**src/rtl/alu_mc.sv**
```systemverilog
// alu_mc: multi-cycle ALU with iterative shifts and shift-add multiply behind valid/ready handshakes
module alu_mc #(
  parameter int W = 8
) (
  input  logic         clk,
  input  logic         reset,
  input  logic [3:0]   alu_cmd,
  input  logic [W-1:0] inA,
  input  logic [W-1:0] inB,
  input  logic         sc_i,
  input  logic         in_valid,
  output logic         in_ready,
  output logic         out_valid,
  input  logic         out_ready,
  output logic [W-1:0] rslt,
  output logic [W-1:0] rslt_hi,
  output logic         sc_o,
  output logic         pari,
  output logic         zero,
  output logic         one,
  output logic         err
);
  localparam int SHW = $clog2(W);
  localparam logic [3:0] MUL = 4'b1011;
  typedef enum logic [1:0] {IDLE, EXEC, DONE} state_t;
  state_t           r_state;
  logic [3:0]       r_cmd;
  logic [W-1:0]     r_a;
  logic [2*W-1:0]   r_acc;
  logic [SHW:0]     r_cnt;
  logic [W-1:0]     r_rslt, r_hi;
  logic             r_sc, r_pari, r_zero, r_one, r_err;
  logic             w_acc, w_multi, w_last, w_fin, w_shc, w_sc, w_err;
  logic [SHW-1:0]   w_amt;
  logic [W:0]       w_sum, w_diff, w_madd;
  logic [W-1:0]     w_sh, w_res, w_hi;
  logic [2*W-1:0]   w_nacc;
  assign in_ready  = !reset && (r_state == IDLE || (r_state == DONE && out_ready));
  assign out_valid = r_state == DONE;
  assign rslt      = r_rslt;
  assign rslt_hi   = r_hi;
  assign sc_o      = r_sc;
  assign pari      = r_pari;
  assign zero      = r_zero;
  assign one       = r_one;
  assign err       = r_err;
  assign w_amt   = inB[SHW-1:0];
  assign w_acc   = in_valid && in_ready;
  assign w_multi = alu_cmd == MUL || (alu_cmd[3:1] == 3'b011 && w_amt != '0);
  assign w_last  = r_state == EXEC && r_cnt == (SHW+1)'(1);
  assign w_fin   = (w_acc && !w_multi) || w_last;
  assign w_sum   = {1'b0, inA} + {1'b0, inB} + (W+1)'(sc_i);
  assign w_diff  = {1'b0, inA} - {1'b0, inB};
  assign w_sh    = r_cmd[0] ? r_acc[W-1:0] >> 1 : r_acc[W-1:0] << 1;
  assign w_shc   = r_cmd[0] ? r_acc[0] : r_acc[W-1];
  // multiplier sits in the low half of the accumulator and is consumed as the product shifts in
  assign w_madd  = {1'b0, r_acc[2*W-1:W]} + (r_acc[0] ? {1'b0, r_a} : '0);
  assign w_nacc  = r_cmd == MUL ? {w_madd, r_acc[W-1:1]} : {{W{1'b0}}, w_sh};
  always_comb begin
    w_res = '0;
    w_hi  = '0;
    w_sc  = 1'b0;
    w_err = 1'b0;
    if (r_state == EXEC) begin
      w_res = w_nacc[W-1:0];
      w_hi  = r_cmd == MUL ? w_nacc[2*W-1:W] : '0;
      w_sc  = r_cmd != MUL && w_shc;
    end else
      case (alu_cmd)
        4'b0000: {w_sc, w_res} = w_sum;
        4'b0001: {w_sc, w_res} = w_diff;
        4'b0010: w_res = inA & inB;
        4'b0011: w_res = inA | inB;
        4'b0100: w_res = inA ^ inB;
        4'b0101: w_res = ~(inA | inB);
        4'b0110, 4'b0111: w_res = inA;
        4'b1000: w_res = W'(inA == inB);
        4'b1001: w_res = W'(inA < inB);
        4'b1010: w_res = W'(^inB);
        4'b1011: w_res = '0;
        4'b1100: w_res = inB;
        default: w_err = 1'b1;
      endcase
  end
  always_ff @(posedge clk) begin
    if (reset) begin
      r_state <= IDLE;
      r_cmd   <= '0;
      r_a     <= '0;
      r_acc   <= '0;
      r_cnt   <= '0;
      r_rslt  <= '0;
      r_hi    <= '0;
      r_sc    <= 1'b0;
      r_pari  <= 1'b0;
      r_zero  <= 1'b0;
      r_one   <= 1'b0;
      r_err   <= 1'b0;
    end else begin
      if (w_fin) begin
        r_rslt <= w_res;
        r_hi   <= w_hi;
        r_sc   <= w_sc;
        r_pari <= ^w_res;
        r_zero <= w_res == '0;
        r_err  <= w_err;
      end
      if (w_acc && alu_cmd[3:1] == 3'b100) r_one <= w_res[0];
      if (w_acc) begin
        r_cmd   <= alu_cmd;
        r_a     <= inA;
        r_cnt   <= alu_cmd == MUL ? (SHW+1)'(W) : (SHW+1)'(w_amt);
        r_acc   <= {{W{1'b0}}, alu_cmd == MUL ? inB : inA};
        r_state <= w_multi ? EXEC : DONE;
      end else if (r_state == EXEC) begin
        r_acc <= w_nacc;
        r_cnt <= r_cnt - (SHW+1)'(1);
        if (w_last) r_state <= DONE;
      end else if (r_state == DONE && out_ready)
        r_state <= IDLE;
    end
  end
endmodule

```
**config.mk**
```make
export PLATFORM = sky130hd
export DESIGN_NAME = alu_mc
export DESIGN_NICKNAME = d
export VERILOG_FILES = /design/src/rtl/alu_mc.sv
export SDC_FILE = /design/constraint.sdc
export NUM_CORES = 1
export LEC_CHECK = 0
export BUFFER_PORTS_ARGS = -buffer_cell sky130_fd_sc_hd__buf_2
export CAP_MARGIN = 20
export CORE_AREA = 2 2 100 102
export CTS_BUF_LIST = sky130_fd_sc_hd__clkbuf_4 sky130_fd_sc_hd__clkbuf_8
export DETAILED_ROUTE_END_ITERATION = 10
export DIE_AREA = 0 0 102 104
export GPL_TIMING_DRIVEN = 0
export MAX_ROUTING_LAYER = met4
export PLACE_DENSITY = 0.69
export SLEW_MARGIN = 20
export SYNTH_ARGS = -nofsm -noshare
export SYNTH_HDL_FRONTEND = slang
export SYNTH_SLANG_ARGS = --single-unit
```
**constraint.sdc**
```tcl
create_clock -name clk -period 5.3 [get_ports clk]
set_input_delay 0 -clock clk [delete_from_list [all_inputs] [get_ports clk]]
set_output_delay 0 -clock clk [all_outputs]
set_load 0.01 [all_outputs]
```
* After elaboration in Yosys (flattened, before gate mapping)
Cells that the tools add are included.
** Cells by class
- Bitwise operators :: 4
- Eq/ne operators :: 21
- Reduce and logical (&&, ||, !) cells :: 25
- Muxes and demuxes :: 23
- Magnitude comparators :: 1
- $add $sub $neg :: 5
** Operators with widths (count)
- $pmux W8 S11 :: 1
- $mux W8 :: 8
- $eq A4 B4 Y1 const B :: 6
- $add A8 B8 Y9 :: 2
- $eq A4 B3 Y1 const B :: 4
- $mux W16 :: 1
- $reduce_xor A8 Y1 :: 2
- $reduce_or A13 Y1 :: 1
- $mux W4 :: 3
- $mux W2 :: 5
- $add A9 B1 Y9 :: 1
- $sub A8 B8 Y9 :: 1
- $and A8 B8 Y8 :: 1
- $eq A4 B1 Y1 const B :: 2
- $eq A4 B2 Y1 const B :: 2
- $eq A8 B8 Y1 :: 1
- $logic_and A1 B1 Y1 :: 8
- $logic_not A8 Y1 :: 1
- $lt A8 B8 Y1 :: 1
- $not A8 Y8 :: 1
- $or A8 B8 Y8 :: 1
- $xor A8 B8 Y8 :: 1
- $reduce_bool A3 Y1 :: 2
- $logic_not A4 Y1 :: 1
- 15 further kinds :: 22
** Storage, ports and cells
- Bits of input ports :: 25
- Output and inout bits :: 23
- Word-level logic and storage cells :: 92
- Flip-flop bits (word level) :: 55

* Depth between registers and ports, before layout
Gate-level depths: netlist of run 1.
- Depth in word-level cells :: 7
- Mapped depth :: 14
- Depth with buffers taken out :: 14

* Least setup slack after synthesis of run 1
No wires, ideal clock.
- Path type :: in2reg
- Start point :: input inA[0]
- End point :: register r_pari (netlist: pari)
- Path buffers :: 0
- Arrival :: 2357 ps
- Required time :: 5214 ps
- Cell stages on the path :: 14
- Setup time :: 86 ps
- Path slack :: 2858 ps
- Path through :: inv_1 -> ha_1 -> inv_1 -> fa_1 -> nor2b_1 -> o21a_1 -> o211a_1 -> o21ai_0 -> o211ai_1 -> a21boi_0 -> ha_1 -> xnor2_1 -> xnor2_1 -> a211oi_1
** Between the ends
- Longest elaborated chain between the ends :: 5
- Elaborated cells on any way between the ends :: 12
- Those cells by class :: add/sub: 3; order compare: 1; eq/ne: 1; mux: 2; bitwise: 4; reduce/logical: 1
** Ends and longest elaborated chain
- start: declaration :: line 8 : input logic [W-1:0] inA,
- $add A8 B8 Y9 / $or A8 B8 Y8 (equally long branches) :: line 52, 73, 75
- $add A9 B1 Y9 / $not A8 Y8 (equally long branches) :: line 52, 75
- $pmux W8 S11 (*) :: line 69 : case (alu_cmd)
- $mux W8 (*) :: line 64 : if (r_state == EXEC) begin
- $reduce_xor A8 Y1 (*) :: line 104 : r_pari <= ^w_res;
- end signal: assignment :: line 104
- end: declaration :: line 32 : logic r_sc, r_pari, r_zero, r_one, r_err;
Every way passes the cells marked *; elsewhere a longest branch is shown, timed or not.
A chain may end at the register's enable or synchronous reset.

* Worst setup path in the final report of run 1
- Start point :: input inB[1]
- End point :: register r_pari (netlist: pari)
** Between the ends
- Longest elaborated chain between the ends :: 6
- Elaborated cells on any way between the ends :: 19
- Those cells by class :: add/sub: 3; order compare: 1; eq/ne: 1; mux: 2; bitwise: 4; reduce/logical: 8
** Ends and longest elaborated chain
- start: declaration :: line 9 : input logic [W-1:0] inB,
- parallel branches: the longest is 6 deep, another holds $add A8 B8 Y9
Parallel ways; which one is timed is not known.

==> run metrics, run 1 <==
PwrDens 196 nW/um^2; most common cell in the netlist dfxtp_1; cell area after layout 5180 sq um; Post-synth EDFFs 0; Max-Cap Viols 0; Synth Register Bits 55; GRT met3 Usage 0.0269; clock sinks 55; clk buf depth 2; final hold viol count 0; P&R area growth vs syn 10.2%; Reg2Reg Setup Slack 2.60 ns; Post-Place Cells between 700 and 800; synthesized cell area 4700 sq um; Max Slew Vio Count 0; cts hold-fix bufs 0; Pleak ~0.0022 uW; Critical Path Source Type input pin; status complete, no violations; Starting Density 0.492; Relative slew margins 0.475; Fmax around 0.33 GHz; Placed Area 5090 sq um; RD Place Congestion around 1; post-DR vias/cell 6.00; Num CTS Buffers 5; DRT iter0 DRCs 345; setup TNS 0 ns; post-route ant nets 0; Reg2Reg Capture Point r_acc[13]; Hold Crit Endpoint r_cnt[2]; Worst-Skew Late Latency about 0.32 ns; GRT met2 Usage 0.414; routed via count 4655; # setup viols final 0; Die Y 104 microns; Clock transition at path regs 0.09 ns; GRT overflow 0; Crit Path Class in2reg; Area contributors post-synth dfxtp_1 (23%), ha_1 (10%), a21oi_1 (4.7%); HP Start inB[2]; count of cells resized by post-cts repair 0; Post-Synthesis Cells 591; # DRC 0; worst slew pin tran 0.785 ns; Worst setup EP type register; core area 9550 sq um; Power Total 1010 uW; Yosys warning count 0; Die W 102 microns; RSZ-0062 raised after global routing false; layout net count 711; Arrival @ worst endpoint approximately 3.3 ns; row cnt 36; fin crit share 0.572; postcts setup bufs 0; clock root buffer master clkbuf_8; detailed placement HPWL ~11000 microns; first-pass GRT wire length 21900 microns; Synth async-reset ratio 0; top_reg_cell synth dfxtp_1; layout cells sized above 1 0.162; Hold Crit Class in2reg; reg-to-reg startpoint r_acc[0]; number of detailed-route iterations in the first pass 8; PortBufs 45; Die ar. 10600 sq um; CTS tree done; register area share after synthesis 0.234; All-Layer GR Usage 0.269; io pins 48; vias in the first global route 4167; average wire per standard cell 18.1 microns; Worst Path Max Fanout 6; top cells by count, synth dfxtp_1 (55), nand2_1 (51), nor2_1 (50), a21oi_1 (44), ha_1 (39); fin cells 776; WP data required about 5.5 ns; post-synth top area cell dfxtp_1; Netlist cell types 76; WHS Path Cells 3; gr busiest metal met2; met1 usage 0.374; Syn Nets between 600 and 700; initial antenna violation count 0; H-tree Lvls 2; drt total wl 14000 microns; largest net degree at the start of global routing 16; syn_area_per_cell 7.96 sq um; area share of the leading cell type in the synthesized netlist 0.234; ant diodes 0; Final Skew around 0.011 ns; Reg2Reg Depth 10; minimum clock period 3.03 ns; Max VDD drop 0.0944 mV
[how the worst max path moves through the flow]
stage | from | endpoint | slack (ns) | cells after the start
3_5_place_dp | inB[1] | pari | 2.03 | 13
5_1_grt | inB[1] | pari | 2.03 | 13
6_report | inB[1] | pari | 2.27 | 13
4_1_cts | inB[1] | pari | 2.31 | 13
3_3_place_gp | inB[1] | pari | 1.94 | 13
2_1_floorplan | inA[0] | pari | 2.86 | 14
[worst max-delay path: stages]
cell and delay, ns:
buf_2 0.12, inv_1 0.24, ha_1 0.37, a211oi_1 0.39, o21bai_1 0.22, o41ai_2 0.30
mux2i_1 0.15, o31ai_1 0.51, nor2b_1 0.22, ha_1 0.25, xnor2_1 0.19, xnor2_1 0.09
a211oi_1 0.21
[flip-flops by register name, summed over array words and instances, names as in the netlist]
signal and count:
err 1, one 1, pari 1, r_a 8, r_acc 16, r_cmd 4, r_cnt 4, r_state 2
rslt 8, rslt_hi 8, sc_o 1, zero 1
[routing by layer]
layer | vias to the layer above | routed length, microns | part of all wire
met3 | 23 | 1040 | 0.074
met4 | 0 | 270 | 0.019
li1 | 2237 | - | -
met1 | 2182 | 6090 | 0.43
met2 | 213 | 6630 | 0.47
met5 | - | 0 | 0
[logic make-up (layout without fill, tap and decap cells)]
group           after synthesis  count (layout)  synth area share
mux                          11              11            0.0239
xor+xnor                     20              20            0.0373
flops                        55              55             0.234
fa+ha+maj                    44              44             0.123
simple gates                203             203             0.233
buf+inv                      71             123            0.0676
compound gates              187             187             0.280
[where the power goes]
part / switching, uW / leakage [uW] / internal [uW]
Combinational: 202 / 0.00166 / 131
Clock: 135 / 0.0000470 / 103
Sequential: 11.3 / 0.000448 / 432
[metrics by stage]
step | setup WS, ns | utilization | hold WS (ns)
finish | 2.27 | 0.543 | 0.0153
global placement | 1.94 | 0.533 | 0.347
CTS | 2.31 | 0.543 | 0.0120
detailed placement | 2.03 | 0.533 | 0.352
floorplan | 2.86 | - | 0.136
global route | 2.03 | 0.543 | 0.0405
[cell usage in the layout (no fill, tap or decap), drive strengths merged, types with 5 or more instances in the layout]
master | synthesis | layout
ha | 39 | 39
and2 | 10 | 10
dfxtp | 55 | 55
nand2b | 10 | 10
buf | 25 | 70
inv | 31 | 31
nor4 | 7 | 7
a21oi | 46 | 46
o21ai | 37 | 37
o21a | 5 | 5
xnor2 | 14 | 14
o22ai | 8 | 8
a211o | 5 | 5
nand2 | 52 | 52
a211oi | 24 | 24
nor2 | 51 | 51
nor2b | 11 | 11
mux2i | 9 | 9
nand3 | 18 | 18
clkbuf | 15 | 21
xor2 | 6 | 6
nand3b | 12 | 12
nor3b | 10 | 10
a22oi | 15 | 15
a22o | 6 | 6
[cell type report]
type                       count  area [sq um]
fill                         945          4370
multi-input combinational    465          3280
sequential                    55          1100
timing repair buffer          45           225
buffer                        40           201
tap                          133           166
inverter                      31           116
clock buffer                   6          82.6
clock inverter                 1          5.00
No activity file was read; power rests on OpenSTA's default activity.
==> run 2, diff against run 1 <==
==> constraint.sdc (replaced) <==
create_clock -name clk -period 3.1 [get_ports clk]
set_input_delay 0 -clock clk [delete_from_list [all_inputs] [get_ports clk]]
set_output_delay 0 -clock clk [all_outputs]
set_load 0.01 [all_outputs]
==> run 2 against run 1 <==
  * Register-to-register slack worse by 2.2 ns
  * Core utilization is 0.10 points higher
  * Critical path type unchanged
  * Global-route usage stayed put
  * First-iteration DRC count is 4.1% higher
  * Sequential power is 71% higher
  * Largest cell class unchanged
  * Cell area is 0.19% higher
  * Combinational power is 72% higher
  * Clock power is 73% higher
  * Final cell count stayed put
  * Flip-flop and latch count stayed put
  * Highest routed layer unchanged
  * Sequential share of layout area hardly changed
==> run metrics, run 2 (synthesis gave the netlist of run 1 again) <==
RSZ-0062 raised after global routing false (unchanged); Worst setup EP type register (unchanged); post-route ant nets 0 (unchanged); Num CTS Buffers 5 (unchanged); worst slew pin tran 0.792 ns (was 0.785 ns); PwrDens 335 nW/um^2 (was 196 nW/um^2); CP max stage delay 0.40 ns (was 0.51 ns); status complete, no violations (unchanged); minimum clock period 2.87 ns; WP data required 3.34 ns (was 5.53 ns); P&R area growth vs syn 10.4% (was 10.2%); Buf+Inv Stages, Crit Path 3 (was 2); ant diodes 0 (unchanged); layout net count 711 (unchanged); clock root buffer master clkbuf_8 (unchanged); worst setup margin 0.225 ns (was 2.27 ns); layout cells sized above 1 0.165 (was 0.162); DP Worst Slack -0.169 ns (was 2.03 ns); Max VDD drop 0.162 mV (was 0.0944 mV); Clock transition at path regs 0.09 ns (about the same); final hold viol count 0 (unchanged); CTS tree done (unchanged); Relative slew margins 0.471 (was 0.475); Core Util, Final 0.544 (was 0.543); minimum hold slack 0.00999 ns (was 0.0153 ns); first-pass GRT wire length 21900 microns (unchanged); Filler cells 944 (was 945); detailed placement HPWL 10900 microns (unchanged); # setup viols final 0 (unchanged); CP max stage cell fa_1 (was o31ai_1); Die Y 104 microns (unchanged); fin crit share 0.927; DRT iter0 DRCs 359 (was 345); Worst Path Max Fanout 5 (was 6); cell area after layout 5190 sq um (was 5180 sq um); commonest non-fill, non-tap cell in the layout buf_2 (unchanged); number of detailed-route iterations in the first pass 7 (was 8); vias in the first global route 4167 (unchanged); post-DR vias/cell 6.02 (was 6.00); Max Slew Vio Count 0 (unchanged); Power Total 1740 uW (was 1010 uW); Fmax roughly 0.35 GHz; postcts setup bufs 0 (unchanged); Die ar. 10600 sq um (unchanged); average wire per standard cell 18.1 microns (about the same); Hold Crit Class in2reg (unchanged); drt total wl 14000 microns (about the same); All-Layer GR Usage 0.269 (unchanged); crit path cell chain buf_2 > inv_1 > ha_1 > inv_1 > fa_1 > nor2b_1 > o21a_1 > o211a_1 > o21ai_0 > o211ai_1 > a21boi_0 > ha_1 > xnor2_1 > xnor2_1 > a211oi_1 (was buf_2 > inv_1 > ha_1 > a211oi_1 > o21bai_1 > o41ai_2 > mux2i_1 > o31ai_1 > nor2b_1 > ha_1 > xnor2_1 > xnor2_1 > a211oi_1); Arrival @ worst endpoint 3.11 ns (was 3.26 ns); Die W 102 microns (unchanged); largest net degree at the start of global routing 16 (unchanged); Placed Area 5090 sq um (unchanged); Final Skew 0.0116 ns (was 0.0105 ns); most frequent cells in the layout buf_2 (62), dfxtp_1 (55), nand2_1 (51) (unchanged); initial antenna violation count 0 (unchanged); PortBufs 45 (unchanged); row cnt 36 (unchanged); H-tree Lvls 2 (unchanged); Starting Density 0.492 (unchanged); core area 9550 sq um (unchanged); Worst-Skew Late Latency 0.33 ns (was 0.32 ns); Pleak 0.00216 uW (was 0.00215 uW); cts hold-fix bufs 0 (unchanged); # DRC 0 (unchanged); routed via count 4672 (was 4655); Critical Path Source Type input pin (unchanged); Crit Path Class in2reg (unchanged); RD Place Congestion 0.993 (unchanged); Max-Cap Viols 0 (unchanged); io pins 48 (unchanged); clk buf depth 2 (unchanged); Reg with most FFs r_acc (unchanged); max reg flops 16 (unchanged); clock sinks 55 (unchanged); cell family with most CP delay compound AO/OA/AOI/OAI gates (unchanged); GRT overflow 0 (unchanged)
## run 2: repair_timing
item	CTS	global route
resized for setup	0	2
hold endpoints to repair	0	0
endpoints found under the setup margin	0	1
## run 2: metal layers
layer	up-vias	part of all wire	global-route usage
li1	2238	-	-
met1	2190	0.44	0.374
met2	216	0.47	0.414
met3	28	0.069	0.0269
met4	0	0.021	0.0781
met5	-	0	-
## run 2: area by class of cell
type	count	area (sq um)	area share
Multi-Input combinational cell	465	3290	0.634
Inverter	31	116	0.0224
Clock inverter	1	5.00	0.000964
Timing Repair Buffer	45	225	0.0434
Sequential cell	55	1100	0.212
Buffer	40	201	0.0388
Tap cell	133	166	0.0321
Clock buffer	6	82.6	0.0159
## run 2: worst paths after layout
check / startpoint / to / slack [ns] / depth (start not counted)
max reg2reg: r_acc[0] / r_acc[13] / 0.41 / 10
max: inA[0] / pari / 0.23 / 15
min reg2reg: rslt_hi[3] / rslt_hi[3] / 0.45 / 2
min: inB[2] / r_cnt[2] / 0.01 / 3
## run 2: tightest hold or removal path, stage by stage
cell     delay, ns
buf_2         0.14
nand3_1       0.09
a21oi_1       0.06
## run 2: through the flow
stage / instances / TNS [ns]
4_1_cts: 776 / 0
3_5_place_dp: 769 / -0.169
3_3_place_gp: 769 / -0.283
5_1_grt: 776 / 0
2_1_floorplan: 591 / 0
6_report: 776 / 0
## run 2: report_power, final
group	internal, uW	total (uW)	leakage (uW)	switching, uW
Combinational	225	572	0.00166	348
Sequential	738	757	0.000448	19.2
Clock	176	409	0.0000470	233
